--- src/rtl/rfid_frame_rx.sv ---
// RFID reader frame receiver: parses STX/TAG/CHK/ETX frames from the UART byte
// stream, enforces an inter-byte timeout and suppresses repeated tags.
module rfid_frame_rx #(
  parameter logic [7:0]  STX            = 8'h02,
  parameter logic [7:0]  ETX            = 8'h03,
  parameter int unsigned TIMEOUT_CYCLES = 1000,
  parameter int unsigned HOLDOFF_CYCLES = 500
) (
  input  logic       clk,
  input  logic       rst,
  input  logic [7:0] byte_in,
  input  logic       byte_valid,
  output logic [7:0] rfid_out,
  output logic       submit,
  output logic       frame_err,
  output logic       dup_drop,
  output logic       busy
);

  localparam int TW = $clog2(TIMEOUT_CYCLES + 1);
  localparam int HW = $clog2(HOLDOFF_CYCLES + 1);
  localparam logic [TW-1:0] TMO_LAST  = TW'(TIMEOUT_CYCLES - 1);
  localparam logic [HW-1:0] HOLD_LOAD = HW'(HOLDOFF_CYCLES);

  typedef enum logic [1:0] {IDLE, GET_TAG, GET_CHK, GET_ETX} state_t;

  state_t        state_q, state_d;
  logic [7:0]    tag_q, tag_d;
  logic [7:0]    rfid_q, rfid_d;
  logic [TW-1:0] tmo_q, tmo_d;
  logic [HW-1:0] hold_q, hold_d;
  logic          submit_q, submit_d;
  logic          err_q, err_d;
  logic          dup_q, dup_d;
  logic          busy_q, busy_d;

  always_ff @(posedge clk or negedge rst) begin
    if (!rst) begin
      state_q  <= IDLE;
      tag_q    <= 8'h00;
      rfid_q   <= 8'h00;
      tmo_q    <= '0;
      hold_q   <= '0;
      submit_q <= 1'b0;
      err_q    <= 1'b0;
      dup_q    <= 1'b0;
      busy_q   <= 1'b0;
    end else begin
      state_q  <= state_d;
      tag_q    <= tag_d;
      rfid_q   <= rfid_d;
      tmo_q    <= tmo_d;
      hold_q   <= hold_d;
      submit_q <= submit_d;
      err_q    <= err_d;
      dup_q    <= dup_d;
      busy_q   <= busy_d;
    end
  end

  always_comb begin
    state_d  = state_q;
    tag_d    = tag_q;
    rfid_d   = rfid_q;
    tmo_d    = '0;
    hold_d   = (hold_q != '0) ? hold_q - HW'(1) : hold_q;
    submit_d = 1'b0;
    err_d    = 1'b0;
    dup_d    = 1'b0;

    if (byte_valid) begin
      // An arriving byte always beats a timeout expiring on the same edge.
      case (state_q)
        IDLE: begin
          if (byte_in == STX) state_d = GET_TAG;
        end
        GET_TAG: begin
          tag_d   = byte_in;
          state_d = GET_CHK;
        end
        GET_CHK: begin
          if (byte_in == ~tag_q) begin
            state_d = GET_ETX;
          end else begin
            err_d   = 1'b1;
            state_d = IDLE;
          end
        end
        GET_ETX: begin
          state_d = IDLE;
          if (byte_in != ETX) begin
            err_d = 1'b1;
          end else if (hold_q != '0 && tag_q == rfid_q) begin
            dup_d = 1'b1;
          end else begin
            rfid_d   = tag_q;
            submit_d = 1'b1;
            hold_d   = HOLD_LOAD;
          end
        end
        default: state_d = IDLE;
      endcase
    end else if (state_q != IDLE) begin
      if (tmo_q == TMO_LAST) begin
        err_d   = 1'b1;
        state_d = IDLE;
      end else begin
        tmo_d = tmo_q + TW'(1);
      end
    end

    busy_d = (state_d != IDLE);
  end

  assign rfid_out  = rfid_q;
  assign submit    = submit_q;
  assign frame_err = err_q;
  assign dup_drop  = dup_q;
  assign busy      = busy_q;

endmodule
--- config.mk ---
export PLATFORM = sky130hd
export DESIGN_NAME = rfid_frame_rx
export DESIGN_NICKNAME = d
export VERILOG_FILES = /design/src/rtl/rfid_frame_rx.sv
export SDC_FILE = /design/constraint.sdc
export NUM_CORES = 1
export LEC_CHECK = 0
export BUFFER_PORTS_ARGS = -buffer_cell sky130_fd_sc_hd__buf_4
export CAP_MARGIN = 15
export CORE_ASPECT_RATIO = 1.75
export CORE_MARGIN = 4
export CORE_UTILIZATION = 52
export DETAILED_ROUTE_END_ITERATION = 10
export PLACE_DENSITY = 0.82
export SYNTH_ARGS = -nofsm -noshare
export SYNTH_HDL_FRONTEND = slang
export SYNTH_SLANG_ARGS = --single-unit
--- constraint.sdc ---
create_clock -name clk -period 2.3 [get_ports clk]
set_input_delay 0.345 -clock clk [delete_from_list [all_inputs] [get_ports clk]]
set_output_delay 0.345 -clock clk [all_outputs]
set_load 0.03 [all_outputs]
==> insert_results.sql <==
INSERT INTO impl_metrics (metric_group, metric, value, unit) VALUES
('timing', 'timing.slew.headroom', '0.518', ''),
('grt', 'global_route.overflow_total', '0', ''),
('pwr', 'ir_worst_vdd', '523', 'µV'),
('timing', 'post_route_clock_period_utilization', '0.959', ''),
('cells_and_area', 'area_growth_syn_to_layout', '18.5', '%'),
('worst_setup_path', 'max_stage_delay', '0.46', 'ns'),
('clocking', 'count_of_clock_tree_sinks', '41', ''),
('placed_design', 'finalWeightedCongestion', '0.772', ''),
('clocking', 'post_cts_buffers', '0', ''),
('clocking', 'cts.root.buffer_cell', 'sky130_fd_sc_hd__clkbuf_8', ''),
('worst_setup_path', 'endpoint_class_of_the_critical_path', 'flop', ''),
('grt', 'grt_antenna_before_repair', '0', ''),
('timing', 'drv_slew', '0', ''),
('timing', 'timing.final.setup_violations', '0', ''),
('route', 'routed_via_density', '5.74', ''),
('route', 'drt_pass1_iterations', '4', ''),
('floorplanning', 'std_cell_rows', '30', ''),
('floorplanning', 'area_enclosed_by_the_die_boundary', '0.00509', 'mm²'),
('synthesis', 'post_synth.cell_area_avg', '11.0', 'µm²'),
('timing', 'min_period', '2.21', 'ns'),
('route', 'detailedRoute.firstIterationViolations', '48', ''),
('grt', 'grt_start_max_net_pins', '42', ''),
('synthesis', 'fraction_of_the_yosys_area_taken_by_sequential_cells', '0.496', ''),
('synthesis', 'synth_area', '0.00207', 'mm²'),
('synthesis', 'ys.warnings.count', '0', ''),
('worst_setup_path', 'req_time_crit_path', '2.47', 'ns'),
('floorplanning', 'coreArea', '0.00387', 'mm²'),
('clocking', 'clock_tree_buffer_depth', '2', ''),
('pwr', 'report.power.total', '1.38', 'mW'),
('timing', 'tns', '0', 'ns'),
('worst_setup_path', 'cp_data_arrival_time', '2.37', 'ns'),
('grt', 'first_global_vias', '1640', ''),
('min_path', 'hp-class', 'input pin to asynchronous set/reset pin', ''),
('pwr', 'power.density_cell_area', '562', 'mW/mm²'),
('route', 'routed_wl', '4.23', 'mm'),
('clocking', 'post_cts_resized', '0', ''),
('route', 'detail_route.drc_violations', '0', ''),
('worst_setup_path', 'timing.critical_path.cells', 'inv_1 > ha_1 > or4b_4 > or2_4 > a21oi_4 > buf_12 > mux2_2', ''),
('clocking', 'clock_tree_from_tritoncts', 'yes', ''),
('floorplanning', 'die_height', '91.4', 'µm'),
('worst_setup_path', 'crit_slowest_cell', 'sky130_fd_sc_hd__or4b_4', ''),
('cells_and_area', 'antenna_cells', '0', ''),
('grt', 'grt_use_total', '0.186', ''),
('worst_setup_path', 'cpLargestDelayFamily', 'simple AND/OR/NAND/NOR gates', ''),
('cells_and_area', 'drive_gt1_frac', '0.283', ''),
('clocking', 'cts.reportedPaths.clkPinSlew', '0.08', 'ns'),
('timing', 'rsz0062_at_grt', 'false', ''),
('run', 'drv_cap', '0', ''),
('synthesis', 'yosys.cell_types.count', '43', ''),
('clocking', 'clk-insertion-delay-late', '0.29', 'ns'),
('clocking', 'cts_inserted_buffers', '5', ''),
('worst_setup_path', 'cp-start-kind', 'flop', ''),
('floorplanning', 'die-width', '55.7', 'µm'),
('timing', 'worst_slew_pin_slew', '0.718', 'ns'),
('grt', 'grt_pass1_wl', '7.41', 'mm'),
('timing', 'clock-skew-final', '0.0115', 'ns'),
('synthesis', 'ys_seq_elements', '41', ''),
('synthesis', 'synth_nets', '201', ''),
('clocking', 'ctsHtreeMaxLevel', '2', ''),
('route', 'num_vias', '1556', ''),
('floorplanning', 'start_util', '0.535', ''),
('worst_setup_path', 'crit_fanout', '14', ''),
('worst_setup_path', 'path_class', 'flop to flop', ''),
('placed_design', 'post-dp-hpwl', '3.03', 'mm'),
('synthesis', 'post_synth_inst_count', '188', ''),
('worst_setup_path', 'worstPathBufferInverterCount', '2', ''),
('timing', 'final_hold_violation_count', '0', ''),
('clocking', 'post_cts_hold_buffer_count', '0', ''),
('floorplanning', 'pin_count', '23', ''),
('timing', 'fmax', '453', 'MHz'),
('pwr', 'p_leak', '1.14', 'nW'),
('placed_design', 'port_buffer_cells', '22', ''),
('route', 'wire_per_inst', '15.6', 'µm'),
('cells_and_area', 'final_net_count', '236', ''),
('route', 'ant_nets', '0', ''),
('run_status', 'run_status', 'completed', '');
## through the flow
stage                     hold slack [ns]  instance area, µm²  cells  utilization  setup slack (ns)
after floorplan                    0.0494                2070    188            -            0.0838
after global placement              0.350                2350    264        0.607             0.163
after detailed placement            0.351                2350    264        0.607             0.121
after CTS                          0.0416                2450    271        0.634            0.0879
after global routing               0.0442                2450    271        0.634            0.0200
final                              0.0138                2450    271        0.634            0.0945
## synthesized netlist by cell type
library cell	count	area, µm²
sky130_fd_sc_hd__xor2_1	10	87.6
sky130_fd_sc_hd__a21oi_1	1	5.00
sky130_fd_sc_hd__nor4_1	3	18.8
sky130_fd_sc_hd__a211o_2	1	10.0
sky130_fd_sc_hd__nor3_1	6	30.0
sky130_fd_sc_hd__nor2b_1	2	12.5
sky130_fd_sc_hd__nand4_1	6	37.5
sky130_fd_sc_hd__xnor2_1	15	131
sky130_fd_sc_hd__or4_1	1	7.51
sky130_fd_sc_hd__mux2_4	4	60.1
sky130_fd_sc_hd__or4b_4	1	13.8
sky130_fd_sc_hd__mux2_2	12	135
sky130_fd_sc_hd__o32ai_1	1	8.76
sky130_fd_sc_hd__a21oi_4	1	16.3
sky130_fd_sc_hd__a22o_1	1	8.76
sky130_fd_sc_hd__nand3b_1	1	7.51
sky130_fd_sc_hd__mux2i_1	1	10.0
sky130_fd_sc_hd__o21ai_0	6	30.0
sky130_fd_sc_hd__a22oi_1	2	15.0
sky130_fd_sc_hd__dfrtp_1	41	1030
sky130_fd_sc_hd__o221ai_1	1	8.76
sky130_fd_sc_hd__buf_4	1	7.51
sky130_fd_sc_hd__nand2_1	13	48.8
sky130_fd_sc_hd__buf_6	1	11.3
sky130_fd_sc_hd__and2b_1	1	7.51
sky130_fd_sc_hd__or2_2	3	18.8
sky130_fd_sc_hd__inv_1	4	15.0
sky130_fd_sc_hd__nand4b_1	2	17.5
sky130_fd_sc_hd__ha_1	2	25.0
sky130_fd_sc_hd__a21bo_2	1	10.0
sky130_fd_sc_hd__and3_2	1	7.51
sky130_fd_sc_hd__or2_4	1	8.76
sky130_fd_sc_hd__o41ai_1	1	8.76
sky130_fd_sc_hd__nand3_1	5	25.0
sky130_fd_sc_hd__nand2b_1	2	12.5
sky130_fd_sc_hd__o21ai_1	1	5.00
sky130_fd_sc_hd__o31ai_1	1	7.51
sky130_fd_sc_hd__nor2_1	25	93.8
sky130_fd_sc_hd__o21a_1	1	7.51
sky130_fd_sc_hd__nand4_4	1	21.3
sky130_fd_sc_hd__o21bai_1	1	7.51
sky130_fd_sc_hd__and3_1	2	12.5
sky130_fd_sc_hd__o211ai_1	1	7.51
## state kept, by name (all words and copies together) (netlist names)
signal / cells
dup_drop: 1
state_q: 2
tag_q: 8
frame_err: 1
tmo_q: 10
busy: 1
rfid_out: 8
submit: 1
hold_q: 9
## worst register-to-register path, delay by kind of cell (launching register included)
kind / cells / cell delay, ns
compound gates: 1 / 0.17
fa+ha+maj: 1 / 0.16
buf+inv: 2 / 0.24
flops: 1 / 0.41
mux: 1 / 0.34
simple gates: 2 / 0.76
## cell families after synthesis
logic type | count (synthesis) | share of synthesized area
mux | 17 | 0.0993
simple gates | 76 | 0.194
xor+xnor | 25 | 0.106
buf+inv | 6 | 0.0163
fa+ha+maj | 2 | 0.0121
compound gates | 21 | 0.0757
flops | 41 | 0.496
## metal layers
metal / vias to the layer above / wire (µm) / global-route usage
li1: 729 / - / -
met1: 772 / 1540 / 0.189
met2: 39 / 2370 / 0.342
met3: 16 / 127 / 0.0384
met4: 0 / 193 / 0.105
met5: - / 0 / 0
## placed cells by master (no fill, tap or decap), drive strengths merged, types with 3 or more instances in the layout
cell    instances
clkbuf          5
nor2           25
xnor2          15
and3            3
o21ai           7
nand2          13
inv             4
dfrtp          41
buf            30
mux2           16
nand3           5
xor2           10
nor4            3
nand4           7
nor3            6
or2             4
## power by group
| part | leakage [nW] | switching [mW] | internal, mW |
|---|---|---|---|
| registers | 0.546 | 0.0104 | 0.728 |
| clock network | 0.0540 | 0.233 | 0.315 |
| logic | 0.537 | 0.0534 | 0.0365 |
| total | 1.14 | 0.297 | 1.08 |
## area by class of cell
cell class              instances  area (µm²)
repair buffers                 30         238
clock buffers                   5        68.8
flip-flops and latches         41        1030
clock inverters                 2        35.0
well taps                      48        60.1
inverters                       4        15.0
multi-input cells             141        1010
fillers                       314        1420
## worst paths after layout
check                      startpoint           to  slack [ns]  cells past startpoint
setup / recovery            hold_q[1]  rfid_out[1]        0.09                      7
hold / removal                    rst     dup_drop        0.01                      1
setup reg to reg            hold_q[1]  rfid_out[1]        0.09                      7
hold reg to reg              tmo_q[0]     tmo_q[0]        0.50                      1
max in group asynchronous         rst  rfid_out[0]        1.92                      1
min in group clk           byte_in[5]     tag_q[5]        0.31                      2
(Power assumes the default switching activity.)
